--- src/rtl/pipeline_ctrl_if.sv ---
// Handshake bundle between the stage modules and pipeline_ctrl.
// The master side is the fetch/decode/ALU stages; the slave side is the controller.
interface pipeline_ctrl_if #(
  parameter int DATA_W     = 32,
  parameter int REG_ADDR_W = 5,
  parameter int CNT_W      = 16
);
  logic [DATA_W-1:0]     if_instr;
  logic [REG_ADDR_W-1:0] id_rs_addr;
  logic [REG_ADDR_W-1:0] id_rt_addr;
  logic                  id_uses_rs;
  logic                  id_uses_rt;
  logic [REG_ADDR_W-1:0] id_dst_addr;
  logic                  id_rf_wen;
  logic                  id_mem_rd;
  logic                  id_mem_wen;
  logic                  ex_branch_taken;

  logic [DATA_W-1:0]     id_instr;
  logic                  pc_ld_en;
  logic                  stall;
  logic                  flush;
  logic [1:0]            fwd_a_sel;
  logic [1:0]            fwd_b_sel;
  logic [REG_ADDR_W-1:0] ex_rs_addr;
  logic [REG_ADDR_W-1:0] ex_rt_addr;
  logic [REG_ADDR_W-1:0] ex_dst_addr;
  logic                  ex_rf_wen;
  logic                  ex_mem_rd;
  logic                  ex_mem_wen;
  logic [REG_ADDR_W-1:0] mem_dst_addr;
  logic                  mem_rf_wen;
  logic                  mem_mem_rd;
  logic                  mem_mem_wen;
  logic [REG_ADDR_W-1:0] wb_dst_addr;
  logic                  wb_rf_wen;
  logic [CNT_W-1:0]      stall_cnt;
  logic [CNT_W-1:0]      flush_cnt;

  modport master (
    output if_instr, id_rs_addr, id_rt_addr, id_uses_rs, id_uses_rt,
           id_dst_addr, id_rf_wen, id_mem_rd, id_mem_wen, ex_branch_taken,
    input  id_instr, pc_ld_en, stall, flush, fwd_a_sel, fwd_b_sel,
           ex_rs_addr, ex_rt_addr, ex_dst_addr, ex_rf_wen, ex_mem_rd, ex_mem_wen,
           mem_dst_addr, mem_rf_wen, mem_mem_rd, mem_mem_wen,
           wb_dst_addr, wb_rf_wen, stall_cnt, flush_cnt
  );

  modport slave (
    input  if_instr, id_rs_addr, id_rt_addr, id_uses_rs, id_uses_rt,
           id_dst_addr, id_rf_wen, id_mem_rd, id_mem_wen, ex_branch_taken,
    output id_instr, pc_ld_en, stall, flush, fwd_a_sel, fwd_b_sel,
           ex_rs_addr, ex_rt_addr, ex_dst_addr, ex_rf_wen, ex_mem_rd, ex_mem_wen,
           mem_dst_addr, mem_rf_wen, mem_mem_rd, mem_mem_wen,
           wb_dst_addr, wb_rf_wen, stall_cnt, flush_cnt
  );
endinterface

--- src/rtl/pipeline_ctrl.sv ---
// Five-stage pipeline controller: IF/ID register, stage control fields, hazard stall/flush
// and ALU forwarding selects. Define PIPE_FWD_EN for forwarding; otherwise stall on any RAW.
module pipeline_ctrl #(
  parameter int DATA_W     = 32,
  parameter int REG_ADDR_W = 5,
  parameter int CNT_W      = 16
) (
  input logic            Clk,
  input logic            Reset,
  pipeline_ctrl_if.slave bus
);
  logic [DATA_W-1:0]     r_id_instr;
  logic [REG_ADDR_W-1:0] r_ex_rs_addr, r_ex_rt_addr, r_ex_dst_addr;
  logic                  r_ex_rf_wen, r_ex_mem_rd, r_ex_mem_wen;
  logic [REG_ADDR_W-1:0] r_mem_dst_addr;
  logic                  r_mem_rf_wen, r_mem_mem_rd, r_mem_mem_wen;
  logic [REG_ADDR_W-1:0] r_wb_dst_addr;
  logic                  r_wb_rf_wen;
  logic [CNT_W-1:0]      r_stall_cnt, r_flush_cnt;

  logic [REG_ADDR_W-1:0] w_rs, w_rt;
  logic                  w_urs, w_urt;
  logic                  w_ex_hit, w_stall_req, w_stall, w_flush;
  logic [1:0]            w_fwd_a, w_fwd_b;

  assign w_rs  = bus.id_rs_addr;
  assign w_rt  = bus.id_rt_addr;
  assign w_urs = bus.id_uses_rs;
  assign w_urt = bus.id_uses_rt;

  // r0 is hardwired zero, so a producer writing it never creates a dependency.
  function automatic logic f_hit(input logic [REG_ADDR_W-1:0] dst, input logic wen);
    return wen && (dst != '0) &&
           ((w_urs && (dst == w_rs)) || (w_urt && (dst == w_rt)));
  endfunction

  assign w_ex_hit = f_hit(r_ex_dst_addr, r_ex_rf_wen);

`ifdef PIPE_FWD_EN
  function automatic logic [1:0] f_fwd(input logic [REG_ADDR_W-1:0] src);
    if (src == '0)                                return 2'b00;
    else if (r_mem_rf_wen && r_mem_dst_addr == src) return 2'b01;
    else if (r_wb_rf_wen && r_wb_dst_addr == src)   return 2'b10;
    else                                           return 2'b00;
  endfunction

  assign w_stall_req = r_ex_mem_rd & w_ex_hit;
  assign w_fwd_a     = f_fwd(r_ex_rs_addr);
  assign w_fwd_b     = f_fwd(r_ex_rt_addr);
`else
  logic w_mem_hit, w_wb_hit;

  // No write-through in the register file, so even WB producers must drain first.
  assign w_mem_hit   = f_hit(r_mem_dst_addr, r_mem_rf_wen);
  assign w_wb_hit    = f_hit(r_wb_dst_addr, r_wb_rf_wen);
  assign w_stall_req = w_ex_hit | w_mem_hit | w_wb_hit;
  assign w_fwd_a     = 2'b00;
  assign w_fwd_b     = 2'b00;
`endif

  assign w_flush = bus.ex_branch_taken;
  assign w_stall = w_stall_req & ~w_flush;

  always_ff @(posedge Clk) begin
    if (Reset) begin
      r_id_instr     <= '0;
      r_ex_rs_addr   <= '0;
      r_ex_rt_addr   <= '0;
      r_ex_dst_addr  <= '0;
      r_ex_rf_wen    <= 1'b0;
      r_ex_mem_rd    <= 1'b0;
      r_ex_mem_wen   <= 1'b0;
      r_mem_dst_addr <= '0;
      r_mem_rf_wen   <= 1'b0;
      r_mem_mem_rd   <= 1'b0;
      r_mem_mem_wen  <= 1'b0;
      r_wb_dst_addr  <= '0;
      r_wb_rf_wen    <= 1'b0;
      r_stall_cnt    <= '0;
      r_flush_cnt    <= '0;
    end else begin
      if (w_flush)       r_id_instr <= '0;
      else if (!w_stall) r_id_instr <= bus.if_instr;

      if (w_flush || w_stall) begin
        r_ex_rs_addr  <= '0;
        r_ex_rt_addr  <= '0;
        r_ex_dst_addr <= '0;
        r_ex_rf_wen   <= 1'b0;
        r_ex_mem_rd   <= 1'b0;
        r_ex_mem_wen  <= 1'b0;
      end else begin
        r_ex_rs_addr  <= bus.id_rs_addr;
        r_ex_rt_addr  <= bus.id_rt_addr;
        r_ex_dst_addr <= bus.id_dst_addr;
        r_ex_rf_wen   <= bus.id_rf_wen;
        r_ex_mem_rd   <= bus.id_mem_rd;
        r_ex_mem_wen  <= bus.id_mem_wen;
      end

      r_mem_dst_addr <= r_ex_dst_addr;
      r_mem_rf_wen   <= r_ex_rf_wen;
      r_mem_mem_rd   <= r_ex_mem_rd;
      r_mem_mem_wen  <= r_ex_mem_wen;
      r_wb_dst_addr  <= r_mem_dst_addr;
      r_wb_rf_wen    <= r_mem_rf_wen;

      if (w_stall && r_stall_cnt != '1) r_stall_cnt <= r_stall_cnt + CNT_W'(1);
      if (w_flush && r_flush_cnt != '1) r_flush_cnt <= r_flush_cnt + CNT_W'(1);
    end
  end

  assign bus.id_instr     = r_id_instr;
  assign bus.pc_ld_en     = ~w_stall;
  assign bus.stall        = w_stall;
  assign bus.flush        = w_flush;
  assign bus.fwd_a_sel    = w_fwd_a;
  assign bus.fwd_b_sel    = w_fwd_b;
  assign bus.ex_rs_addr   = r_ex_rs_addr;
  assign bus.ex_rt_addr   = r_ex_rt_addr;
  assign bus.ex_dst_addr  = r_ex_dst_addr;
  assign bus.ex_rf_wen    = r_ex_rf_wen;
  assign bus.ex_mem_rd    = r_ex_mem_rd;
  assign bus.ex_mem_wen   = r_ex_mem_wen;
  assign bus.mem_dst_addr = r_mem_dst_addr;
  assign bus.mem_rf_wen   = r_mem_rf_wen;
  assign bus.mem_mem_rd   = r_mem_mem_rd;
  assign bus.mem_mem_wen  = r_mem_mem_wen;
  assign bus.wb_dst_addr  = r_wb_dst_addr;
  assign bus.wb_rf_wen    = r_wb_rf_wen;
  assign bus.stall_cnt    = r_stall_cnt;
  assign bus.flush_cnt    = r_flush_cnt;
endmodule

--- src/flat_wrapper.sv ---
// flat-port wrapper written by rule: the top's interface ports become plain ports
module pipeline_ctrl_flat 
#(
  parameter int DATA_W     = 32,
  parameter int REG_ADDR_W = 5,
  parameter int CNT_W      = 16
)
  (Clk, Reset, bus_if_instr, bus_id_rs_addr, bus_id_rt_addr, bus_id_uses_rs, bus_id_uses_rt, bus_id_dst_addr, bus_id_rf_wen, bus_id_mem_rd, bus_id_mem_wen, bus_ex_branch_taken, bus_id_instr, bus_pc_ld_en, bus_stall, bus_flush, bus_fwd_a_sel, bus_fwd_b_sel, bus_ex_rs_addr, bus_ex_rt_addr, bus_ex_dst_addr, bus_ex_rf_wen, bus_ex_mem_rd, bus_ex_mem_wen, bus_mem_dst_addr, bus_mem_rf_wen, bus_mem_mem_rd, bus_mem_mem_wen, bus_wb_dst_addr, bus_wb_rf_wen, bus_stall_cnt, bus_flush_cnt);
  pipeline_ctrl_if #(.DATA_W(DATA_W), .REG_ADDR_W(REG_ADDR_W), .CNT_W(CNT_W)) bus_i ();
  input logic Clk;
  input logic Reset;
  input wire logic [$bits(bus_i.if_instr)-1:0] bus_if_instr;
  input wire logic [$bits(bus_i.id_rs_addr)-1:0] bus_id_rs_addr;
  input wire logic [$bits(bus_i.id_rt_addr)-1:0] bus_id_rt_addr;
  input wire logic [$bits(bus_i.id_uses_rs)-1:0] bus_id_uses_rs;
  input wire logic [$bits(bus_i.id_uses_rt)-1:0] bus_id_uses_rt;
  input wire logic [$bits(bus_i.id_dst_addr)-1:0] bus_id_dst_addr;
  input wire logic [$bits(bus_i.id_rf_wen)-1:0] bus_id_rf_wen;
  input wire logic [$bits(bus_i.id_mem_rd)-1:0] bus_id_mem_rd;
  input wire logic [$bits(bus_i.id_mem_wen)-1:0] bus_id_mem_wen;
  input wire logic [$bits(bus_i.ex_branch_taken)-1:0] bus_ex_branch_taken;
  output wire logic [$bits(bus_i.id_instr)-1:0] bus_id_instr;
  output wire logic [$bits(bus_i.pc_ld_en)-1:0] bus_pc_ld_en;
  output wire logic [$bits(bus_i.stall)-1:0] bus_stall;
  output wire logic [$bits(bus_i.flush)-1:0] bus_flush;
  output wire logic [$bits(bus_i.fwd_a_sel)-1:0] bus_fwd_a_sel;
  output wire logic [$bits(bus_i.fwd_b_sel)-1:0] bus_fwd_b_sel;
  output wire logic [$bits(bus_i.ex_rs_addr)-1:0] bus_ex_rs_addr;
  output wire logic [$bits(bus_i.ex_rt_addr)-1:0] bus_ex_rt_addr;
  output wire logic [$bits(bus_i.ex_dst_addr)-1:0] bus_ex_dst_addr;
  output wire logic [$bits(bus_i.ex_rf_wen)-1:0] bus_ex_rf_wen;
  output wire logic [$bits(bus_i.ex_mem_rd)-1:0] bus_ex_mem_rd;
  output wire logic [$bits(bus_i.ex_mem_wen)-1:0] bus_ex_mem_wen;
  output wire logic [$bits(bus_i.mem_dst_addr)-1:0] bus_mem_dst_addr;
  output wire logic [$bits(bus_i.mem_rf_wen)-1:0] bus_mem_rf_wen;
  output wire logic [$bits(bus_i.mem_mem_rd)-1:0] bus_mem_mem_rd;
  output wire logic [$bits(bus_i.mem_mem_wen)-1:0] bus_mem_mem_wen;
  output wire logic [$bits(bus_i.wb_dst_addr)-1:0] bus_wb_dst_addr;
  output wire logic [$bits(bus_i.wb_rf_wen)-1:0] bus_wb_rf_wen;
  output wire logic [$bits(bus_i.stall_cnt)-1:0] bus_stall_cnt;
  output wire logic [$bits(bus_i.flush_cnt)-1:0] bus_flush_cnt;
  assign bus_i.if_instr = bus_if_instr;
  assign bus_i.id_rs_addr = bus_id_rs_addr;
  assign bus_i.id_rt_addr = bus_id_rt_addr;
  assign bus_i.id_uses_rs = bus_id_uses_rs;
  assign bus_i.id_uses_rt = bus_id_uses_rt;
  assign bus_i.id_dst_addr = bus_id_dst_addr;
  assign bus_i.id_rf_wen = bus_id_rf_wen;
  assign bus_i.id_mem_rd = bus_id_mem_rd;
  assign bus_i.id_mem_wen = bus_id_mem_wen;
  assign bus_i.ex_branch_taken = bus_ex_branch_taken;
  assign bus_id_instr = bus_i.id_instr;
  assign bus_pc_ld_en = bus_i.pc_ld_en;
  assign bus_stall = bus_i.stall;
  assign bus_flush = bus_i.flush;
  assign bus_fwd_a_sel = bus_i.fwd_a_sel;
  assign bus_fwd_b_sel = bus_i.fwd_b_sel;
  assign bus_ex_rs_addr = bus_i.ex_rs_addr;
  assign bus_ex_rt_addr = bus_i.ex_rt_addr;
  assign bus_ex_dst_addr = bus_i.ex_dst_addr;
  assign bus_ex_rf_wen = bus_i.ex_rf_wen;
  assign bus_ex_mem_rd = bus_i.ex_mem_rd;
  assign bus_ex_mem_wen = bus_i.ex_mem_wen;
  assign bus_mem_dst_addr = bus_i.mem_dst_addr;
  assign bus_mem_rf_wen = bus_i.mem_rf_wen;
  assign bus_mem_mem_rd = bus_i.mem_mem_rd;
  assign bus_mem_mem_wen = bus_i.mem_mem_wen;
  assign bus_wb_dst_addr = bus_i.wb_dst_addr;
  assign bus_wb_rf_wen = bus_i.wb_rf_wen;
  assign bus_stall_cnt = bus_i.stall_cnt;
  assign bus_flush_cnt = bus_i.flush_cnt;
  pipeline_ctrl #(.DATA_W(DATA_W), .REG_ADDR_W(REG_ADDR_W), .CNT_W(CNT_W)) u_core (.Clk(Clk), .Reset(Reset), .bus(bus_i));
endmodule
--- config.mk ---
export PLATFORM = sky130hd
export DESIGN_NAME = pipeline_ctrl_flat
export DESIGN_NICKNAME = d
export VERILOG_FILES = /design/src/rtl/pipeline_ctrl_if.sv /design/src/rtl/pipeline_ctrl.sv /design/src/flat_wrapper.sv
export SDC_FILE = /design/constraint.sdc
export NUM_CORES = 1
export LEC_CHECK = 0
export CAP_MARGIN = 20
export CORE_MARGIN = 2
export CORE_UTILIZATION = 47
export CTS_CLUSTER_DIAMETER = 60
export DETAILED_ROUTE_END_ITERATION = 8
export GPL_TIMING_DRIVEN = 0
export PLACE_DENSITY = 0.93
export SYNTH_ARGS = -nofsm -noshare
export SYNTH_HDL_FRONTEND = slang
export SYNTH_SLANG_ARGS = --single-unit
--- constraint.sdc ---
create_clock -name Clk -period 4.4 [get_ports Clk]
set_input_delay 0.88 -clock Clk [delete_from_list [all_inputs] [get_ports Clk]]
set_output_delay 0.88 -clock Clk [all_outputs]
set_load 0.05 [all_outputs]
Word level (Yosys, flattened, before mapping) --
Index checks and enable logic that the tools add are counted. W data, S select, Z words.
Storage, ports and cells: register bits 96, latch bits 0, memory bits (writable) 0, bits in read-only memories 0, input bits 55, output and inout port bits 103, logic and storage cells 53, memories 0
Operators by class: $add $sub $neg 2, multipliers 0, div/mod/pow operators 0, $lt $le $gt $ge 0, equal/unequal tests 8, shift-type cells 0, muxes and demuxes 0, bitwise operators 5, reduce and logical (&&, ||, !) cells 23
Operators with widths (number):
- $add A16 B1 Y16 const B | 2
- $ne A16 B16 Y1 const B | 2
- $eq A5 B5 Y1 | 6
- $reduce_bool A5 Y1 | 3
- $logic_and A1 B1 Y1 | 14
- $logic_or A1 B1 Y1 | 4
- $reduce_or A2 Y1 | 2
- $not A1 Y1 | 2
- $or A1 B1 Y1 | 2
- $and A1 B1 Y1 | 1

Depth between registers and ports, before layout --
Gate-level depths: netlist (run 1).
depth after elaboration 9, depth in mapped cells 9, mapped depth without buffers 6

Worst setup path after synthesis (run 1) --
Ideal clock, no wire load.
path type register to output, start point register u_core.r_mem_dst_addr[0], in the netlist u_core.bus.mem_dst_addr[0], end point output bus_stall, arrival time 2.506 ns, data required time 3.520 ns, setup slack 1.014 ns, cell stages (with the launch flop) 8, buffers on the path 2, path through dfxtp_1 > or4_1 > o21a_1 > a222oi_1 > buf_2 > buf_6 > or2_2 > inv_1
On the way: cells in the longest elaborated chain, start to end 7, elaborated cells on any way between the ends 11, those cells by class eq/ne: 2; bitwise: 3; reduce/logical: 6
Ends and longest elaborated chain:
- from (decl) | RTL line pipeline_ctrl.sv:15 | logic [REG_ADDR_W-1:0] r_mem_dst_addr;
- from (signal assigned) | RTL line pipeline_ctrl.sv:101 | r_mem_dst_addr <= r_ex_dst_addr;
- $eq A5 B5 Y1 | RTL line pipeline_ctrl.sv:34 | ((w_urs && (dst == w_rs)) || (w_urt && (dst == w_rt)));
- $logic_and A1 B1 Y1 | RTL line pipeline_ctrl.sv:34
- $logic_or A1 B1 Y1 | RTL line pipeline_ctrl.sv:34
- $logic_and A1 B1 Y1 (*) | RTL line pipeline_ctrl.sv:33 | return wen && (dst != '0) &&
- $or A1 B1 Y1 (*) (2 in a row) | RTL line pipeline_ctrl.sv:56 | assign w_stall_req = w_ex_hit | w_mem_hit | w_wb_hit;
- $and A1 B1 Y1 (*) | RTL line pipeline_ctrl.sv:62 | assign w_stall = w_stall_req & ~w_flush;
- to (decl) | RTL line flat_wrapper.sv:24 | output wire logic [$bits(bus_i.stall)-1:0] bus_stall;
Mark *: on every way between the ends. The rest lies on a longest branch, timed or not.

Final worst setup path (run 1) --
start point input bus_id_rs_addr[4], end point output bus_stall
On the way: cells in the longest elaborated chain, start to end 7, elaborated cells on any way between the ends 15, those cells by class eq/ne: 3; bitwise: 3; reduce/logical: 9
Ends and longest elaborated chain:
- from (decl) | RTL line flat_wrapper.sv:13 | input wire logic [$bits(bus_i.id_rs_addr)-1:0] bus_id_rs_addr;
- $eq A5 B5 Y1 | RTL line pipeline_ctrl.sv:34
- $logic_and A1 B1 Y1 | RTL line pipeline_ctrl.sv:34
- $logic_or A1 B1 Y1 | RTL line pipeline_ctrl.sv:34
- $logic_and A1 B1 Y1 | RTL line pipeline_ctrl.sv:33
- $or A1 B1 Y1 | RTL line pipeline_ctrl.sv:56
- $or A1 B1 Y1 (*) | RTL line pipeline_ctrl.sv:56
- $and A1 B1 Y1 (*) | RTL line pipeline_ctrl.sv:62
Marks and branches as above.

==> results of run 1 <==
[metrics by stage]
stage          cell area (um2)  hold slack, ps  utilization
6_report                  5860             468        0.713
5_1_grt                   5860             489        0.713
4_1_cts                   5860             471        0.713
3_5_place_dp              5660             452        0.689
3_3_place_gp              5660             455        0.689
2_1_floorplan             4000             706            -
[timing repair]
| action | 4_1_cts | 5_1_grt |
|---|---|---|
| buffers inserted | 0 | 1 |
| resized for setup | 2 | 4 |
| pin swaps | 0 | 1 |
| endpoints found under the setup margin | 2 | 2 |
[sequential cells by signal (all words and copies together), names as in the netlist]
register                 cells
u_core.bus.ex_dst_addr       5
u_core.bus.ex_mem_rd         1
u_core.bus.ex_mem_wen        1
u_core.bus.ex_rf_wen         1
u_core.bus.ex_rs_addr        5
u_core.bus.ex_rt_addr        5
u_core.bus.flush_cnt        16
u_core.bus.id_instr         32
u_core.bus.mem_dst_addr      5
u_core.bus.mem_mem_rd        1
u_core.bus.mem_mem_wen       1
u_core.bus.mem_rf_wen        1
u_core.bus.stall_cnt        16
u_core.bus.wb_dst_addr       5
u_core.bus.wb_rf_wen         1
[power groups by stage]
stage / sequential (W) / combinational (W) / clock (W)
2_1_floorplan: 0.00101 / 0.0000780 / 0
3_3_place_gp: 0.000926 / 0.000272 / 0
3_5_place_dp: 0.000928 / 0.000279 / 0
4_1_cts: 0.000908 / 0.000280 / 0.000576
5_1_grt: 0.000911 / 0.000295 / 0.000608
6_report: 0.000908 / 0.000278 / 0.000567
[path summary, 6_finish.rpt]
kind,from,end,slack [ps],cells after the start
worst max register to register,u_core.bus.stall_cnt[2],u_core.bus.stall_cnt[3],1780,8
worst min register to register,u_core.bus.ex_mem_wen,u_core.bus.mem_mem_wen,470,1
worst max-delay path,bus_id_rs_addr[4],bus_stall,300,11
worst min-delay path,u_core.bus.ex_mem_wen,u_core.bus.mem_mem_wen,470,1
[per-layer routing]
metal / GRT usage / up-vias
met5: 0 / -
met4: 0.0833 / 0
met3: 0.0399 / 13
met2: 0.409 / 100
met1: 0.280 / 1696
li1: - / 1760
[synth_stat cells, types with 2 or more instances]
cell / count / share of area
clkbuf_1: 13 / 0.012
and2_1: 20 / 0.031
xor2_1: 11 / 0.024
o22ai_1: 3 / 0.0047
dfxtp_1: 96 / 0.48
nand4_1: 15 / 0.024
a21oi_1: 14 / 0.018
buf_4: 7 / 0.013
buf_2: 4 / 0.0050
nor2b_1: 14 / 0.022
and4_1: 3 / 0.0066
o21a_1: 3 / 0.0056
or2_2: 4 / 0.0063
nand2_1: 18 / 0.017
mux2i_1: 33 / 0.083
nor3_1: 2 / 0.0025
o31ai_1: 7 / 0.013
or4_1: 12 / 0.023
ha_1: 2 / 0.0063
and3_1: 7 / 0.011
o31a_1: 2 / 0.0044
o21ai_0: 7 / 0.0088
or3_1: 9 / 0.014
nor2_1: 49 / 0.046
nor4_1: 2 / 0.0031
a31oi_1: 2 / 0.0031
o21ba_2: 2 / 0.0050
inv_1: 4 / 0.0038
xnor2_1: 33 / 0.072
buf_6: 2 / 0.0056
nand3_1: 8 / 0.010
[worst reg2reg max path: cells and delay by family, from the launching register on]
family,cells,cell delay [ps]
AOI/OAI and AO/OA,1,200
buffers and inverters,2,690
DFF,1,410
and+or+nand+nor,5,1210
[final cells by class]
| cell class | instances | area [um2] |
|---|---|---|
| tap | 105 | 131 |
| clock buffer | 10 | 128 |
| buffer | 27 | 148 |
| sequential | 96 | 1920 |
| multi-input combinational | 291 | 1920 |
| timing repair buffer | 154 | 1530 |
| inverter | 4 | 15.0 |
| fill | 630 | 2360 |
| clock inverter | 6 | 67.6 |
[cell families after synthesis]
logic type               count (synthesis)  share of synthesized area
AO/OA/AOI/OAI                           42                     0.0671
XOR/XNOR                                44                     0.0966
adder cells (fa/ha/maj)                  2                    0.00627
buffers and inverters                   31                     0.0408
flip-flops                              96                      0.482
multiplexers                            33                     0.0828
other                                    1                   0.000940
AND/OR/NAND/NOR                        166                      0.224
==> impl_metrics.toml, run 1 <==
[die]
core_mm2 = 0.00822
design.portCount = 158
die-area_mm2 = 0.00924
die_w_um = 96.1
die_h_um = 96.1
initial_utilization = 0.486
rows = 33

[cells_and_area]
antenna_cells = 0
num-nets-final = 640
layout-drive-gt1-share = 0.0663
final_cells = 693
final_common_cell = "clkdlybuf4s50_1"
area_delta_synth_final_pct = 46.8
layout_common_cells = "clkdlybuf4s50_1 (151), dfxtp_1 (96), nor2_1 (49), xnor2_1 (33), mux2i_1 (33)"

[clock_network]
numCtsBuffers = 9
cts_tree = "built"
clk_pin_slew_ps = 80
cts_hold_buf = 0
cts.htree.levels = 3
clockBufferDepth = 2
root_buffer = "clkbuf_8"
clock_latency_ps = 340
cts_sinks = 96

[critical_path]
endpoint_kind = "output pin"
cpPeakStageDelay_ps = 530
required_ps = 3520
critical_path.cell_chain = "clkdlybuf4s50_1, xnor2_1, nand4_1, o22ai_1, a222oi_1, buf_4, buf_2, buf_6, or2_2, inv_1, clkbuf_2"
path_max_fanout = 10
crit_slowest_cell = "clkdlybuf4s50_1"
crit_family = "buffers and inverters"
crit_buf_inv = 6
worstSetupStartpointType = "input port"
arrival_ps = 3220
crit_type = "input port to output pin"

[drt]
num_vias = 3569
avgViaCountPerCell = 5.15
drtIter0Drc = 117
wl_met3_um = 497
wl_met2_mm = 5.67
route.detailed.drc = 0
ant_nets = 0
wl_per_cell_um = 15.3
wl_met1_mm = 4.31
top_layer = "met4"
wirelength_mm = 10.6
firstDrtPassIters = 4

[power_and_ir_drop]
power_frac_seq = 0.518
pwr-share-clk = 0.323
pwr_density_cell_mw_per_mm2 = 299
ir_drop_mv = 0.194
p_leak_nw = 2.32
p_comb_frac = 0.159
switching_share = 0.272
p_int_w = 0.00128
finalPower_w = 0.00175
switchingPower_w = 0.000477

[synth]
ys_types = 38
ys.warnings.count = 0
synth-seq-cells = 96
avgSynthCellArea_um2 = 9.61
synthFlopType = "dfxtp_1"
synth_edf_count = 0
synth_area_mm2 = 0.00399
postSynthCellCount = 415
synth_seq_area_share = 0.482
async_reset_ff_frac = 0

[sta]
setup_viol = 0
finClkSkew_ps = 10.4
fin_ws_ps = 297
slew_headroom = 0.407
hold_violations = 0
finalMaxSlewViolations = 0
final.setup.tns_ps = 0
period_share = 0.932
fmax_ghz = 0.244
tightest_slew_ps = 878
period_needed_ps = 4100
rsz0062_at_grt = "no"

[placement]
place.gp.congestion = 0.863
dp_cells = 676
detailedPlace.worstSlack_ps = -230
portBuffers = 153
post-dp-hpwl_mm = 8.17

[global_routing]
antenna_found_initial = 0
gr-total-overflow = 0
track_usage = 0.231
grt_max_degree = 17
grt_pass1_vias = 3523
grt_pass1_wl_mm = 16.7

[run_status]
status = "complete, no violations"

[run]
drv_cap = 0

[hold_path]
hold_path.class = "flop to flop"
(Power assumes the default switching activity.)
==> inputs of run 2 (changes only) <==
--- a/config.mk
+++ b/config.mk
@@ -10,6 +10,7 @@
 export CORE_UTILIZATION = 47
 export CTS_CLUSTER_DIAMETER = 60
 export DETAILED_ROUTE_END_ITERATION = 8
+export GPL_ROUTABILITY_DRIVEN = 0
 export GPL_TIMING_DRIVEN = 0
 export PLACE_DENSITY = 0.93
 export SYNTH_ARGS = -nofsm -noshare
==> results of run 2 <==
Final layout, timing and power as in run 1 (identical DEF).
==> variant, RTL diff (flow settings as in run 2) <==
Take the reset off `r_mem_dst_addr` and `r_wb_dst_addr` and load them in a clocked block of their own.
--- a/src/rtl/pipeline_ctrl.sv
+++ b/src/rtl/pipeline_ctrl.sv
@@ -70,11 +70,9 @@
       r_ex_rf_wen    <= 1'b0;
       r_ex_mem_rd    <= 1'b0;
       r_ex_mem_wen   <= 1'b0;
-      r_mem_dst_addr <= '0;
       r_mem_rf_wen   <= 1'b0;
       r_mem_mem_rd   <= 1'b0;
       r_mem_mem_wen  <= 1'b0;
-      r_wb_dst_addr  <= '0;
       r_wb_rf_wen    <= 1'b0;
       r_stall_cnt    <= '0;
       r_flush_cnt    <= '0;
@@ -98,16 +96,19 @@
         r_ex_mem_wen  <= bus.id_mem_wen;
       end
 
-      r_mem_dst_addr <= r_ex_dst_addr;
       r_mem_rf_wen   <= r_ex_rf_wen;
       r_mem_mem_rd   <= r_ex_mem_rd;
       r_mem_mem_wen  <= r_ex_mem_wen;
-      r_wb_dst_addr  <= r_mem_dst_addr;
       r_wb_rf_wen    <= r_mem_rf_wen;
 
       if (w_stall && r_stall_cnt != '1) r_stall_cnt <= r_stall_cnt + CNT_W'(1);
       if (w_flush && r_flush_cnt != '1) r_flush_cnt <= r_flush_cnt + CNT_W'(1);
     end
+  end
+
+  always_ff @(posedge Clk) begin
+    r_mem_dst_addr <= r_ex_dst_addr;
+    r_wb_dst_addr  <= r_mem_dst_addr;
   end
 
   assign bus.id_instr     = r_id_instr;
Formal check against the unedited RTL: differs if Reset is asserted again (counterexample within 4 cycles, from zero or initial values and one cycle with Reset high); with Reset held inactive, the same outputs for 10 cycles.
==> variant against run 2 <==
- sequential power rose by 0.4%
- worst setup slack got worse by 0.11 ns
- power rose by 2.2%
- cell area barely moved
- routed wire length rose by 1.9%
- register-to-register slack improved by 0.14 ns
- sequential cell count did not move
- area after synthesis fell by 0.13%
- largest cell class unchanged
==> variant: results (changes against run 2) <==
| Metric | Value |
|---|---|
| Pre-CTS WS | `-0.0840 ns (+0.146 ns)` |
| Clock latency on the worst-skew pair | `0.36 ns (+0.02 ns)` |
| Top Metal Used | `met4` |
| Antenna fix cells | `0 (unchanged)` |
| Fraction of registers with async set/reset | `0% (unchanged)` |
| Clock skew | `0.00965 ns (-0.000701 ns)` |
| Worst path arrival time | `3.33 ns (+0.11 ns)` |
| Internal Power | `1.30 mW (+1.6%)` |
| Fill count | `604 (-4.1%)` |
| Metal3 WL | `564 um (+13%)` |
| Global-route met1 utilization | `27.5% (-0.55 points)` |
| M1 wire length | `4320 um (+0.33%)` |
| DRT iter0 DRCs | `117 (unchanged)` |
| Largest cells by area after synthesis | `dfxtp_1 48%, mux2i_1 8.3%, xnor2_1 7.0%` |
| Via Count | `3584 (+0.42%)` |
| Drt wl/cell | `15.8 um (+3.1%)` |
| Fraction of final layout cells sized beyond drive strength 1 | `7.76% (+1.1 points)` |
| Worst hold stages | `0 (-1)` |
| Logic pwr share | `16.2% (+0.3 points)` |
| Post-DP HPWL | `8080 um (-1.1%)` |
| Vias in the first global route | `3411 (-3.2%)` |
| Static leakage | `2.34 nW (+0.97%)` |
| Critical Path Sink | `bus_stall` |
| Max reg flops | `32 (unchanged)` |
| Drt first pass iters | `4 (unchanged)` |
| Worst vdd ir | `0.216 mV (+11%)` |
| Clock transition at path regs | `0.08 ns (about the same)` |
| Clock buffer depth | `2 (unchanged)` |
| RR Endpoint | `u_core.bus.id_instr[3]$_SDFFE_PP0N_` |
| Initial antenna violation count | `0 (unchanged)` |
| Startpoint class of the critical path | `input pin` |
| HP Class | `flip-flop to flip-flop` |
| M2 GR Usage | `40.5% (-0.41 points)` |
| P_seq | `0.912 mW (+0.4%)` |
| Critical R2R Launch | `u_core.bus.ex_dst_addr[0]$_SDFF_PP0_` |
| Largest net degree at the start of global routing | `16 (-1)` |
| Post-synth top cells | `96 x dfxtp_1, 49 x nor2_1, 33 x mux2i_1` |
| Ys flop type | `dfxtp_1` |
| # port buffers | `153 (unchanged)` |
| Register area share after synthesis | `48.2% (+0.060 points)` |
| CP Class | `input pin to primary output` |
| Synth warn | `0 (unchanged)` |
| CTS Buf Count | `9 (unchanged)` |
| Cells on worst reg2reg path | `8 (unchanged)` |
| Pins Over Slew Limit | `0 (unchanged)` |
| Measured slew at the worst slew-check pin | `0.576 ns (-0.302 ns)` |
| Tmin final | `4.21 ns (+0.106 ns)` |
| Netlist cell types | `44 (+16%)` |
| Hold WS | `0.423 ns (-0.0454 ns)` |
| Met3 Use GR | `4.23% (+0.23 points)` |
| Layout Nets | `632 (-1.3%)` |
| Met2 WL | `5760 um (+1.6%)` |
| Worst hold path startpoint | `u_core.bus.ex_dst_addr[4]$_SDFF_PP0_` |
| Tot GR Track Use | `23.0% (-0.12 points)` |
| Reg-to-reg setup timing slack | `1.92 ns (+0.14 ns)` |
| Global-route wire length before repair | `16400 um (-1.5%)` |
| Status | `completed` |
| Rows | `33 (unchanged)` |
| Crit path from | `bus_id_rs_addr[1]` |
| Hold endpoint | `u_core.bus.mem_dst_addr[4]$_DFF_P_` |
==> variant: metrics by stage <==
stage / TNS, ns / power [mW] / instance area [um2] / utilization (%) / std cells
floorplan: 0 / 1.10 / 4000 / - / 411
global placement: -0.0178 / 1.21 / 5660 / 68.9 / 669
detailed placement: -0.134 / 1.22 / 5660 / 68.9 / 669
CTS: 0 / 1.80 / 5860 / 71.3 / 685
global route: 0 / 1.85 / 5860 / 71.3 / 685
finish: 0 / 1.79 / 5860 / 71.3 / 685
==> variant: logic make-up after synthesis <==
| logic type | after synthesis | synth area share [%] |
|---|---|---|
| AO/OA/AOI/OAI | 45 | 7.32 |
| XOR/XNOR | 42 | 9.23 |
| adder cells (fa/ha/maj) | 2 | 0.628 |
| buffers and inverters | 29 | 4.90 |
| flip-flops | 96 | 48.2 |
| multiplexers | 34 | 8.57 |
| other | 1 | 0.0941 |
| AND/OR/NAND/NOR | 159 | 21.0 |
==> variant: area by class of cell <==
| class | instances | area, um2 | share of cell area (%) |
|---|---|---|---|
| Sequential cell | 96 | 1920 | 32.8 |
| Multi-Input combinational cell | 286 | 1880 | 32.1 |
| Timing Repair Buffer | 153 | 1530 | 26.1 |
| Buffer | 22 | 169 | 2.88 |
| Clock buffer | 12 | 145 | 2.48 |
| Tap cell | 105 | 131 | 2.24 |
| Clock inverter | 4 | 53.8 | 0.919 |
| Inverter | 7 | 26.3 | 0.449 |
==> variant: critical path: stages <==
cell             delay (ns)
clkdlybuf4s50_1        0.54
xnor2_1                0.27
nand4_1                0.14
o22ai_1                0.16
a222oi_1               0.11
buf_4                  0.19
buf_6                  0.16
nor2_1                 0.29
dlygate4sd2_1          0.58
==> variant: what timing repair did <==
action | in CTS | in global routing
resized for setup | 2 | 0
setup buffers | 0 | 0
setup endpoints to repair | 2 | 0
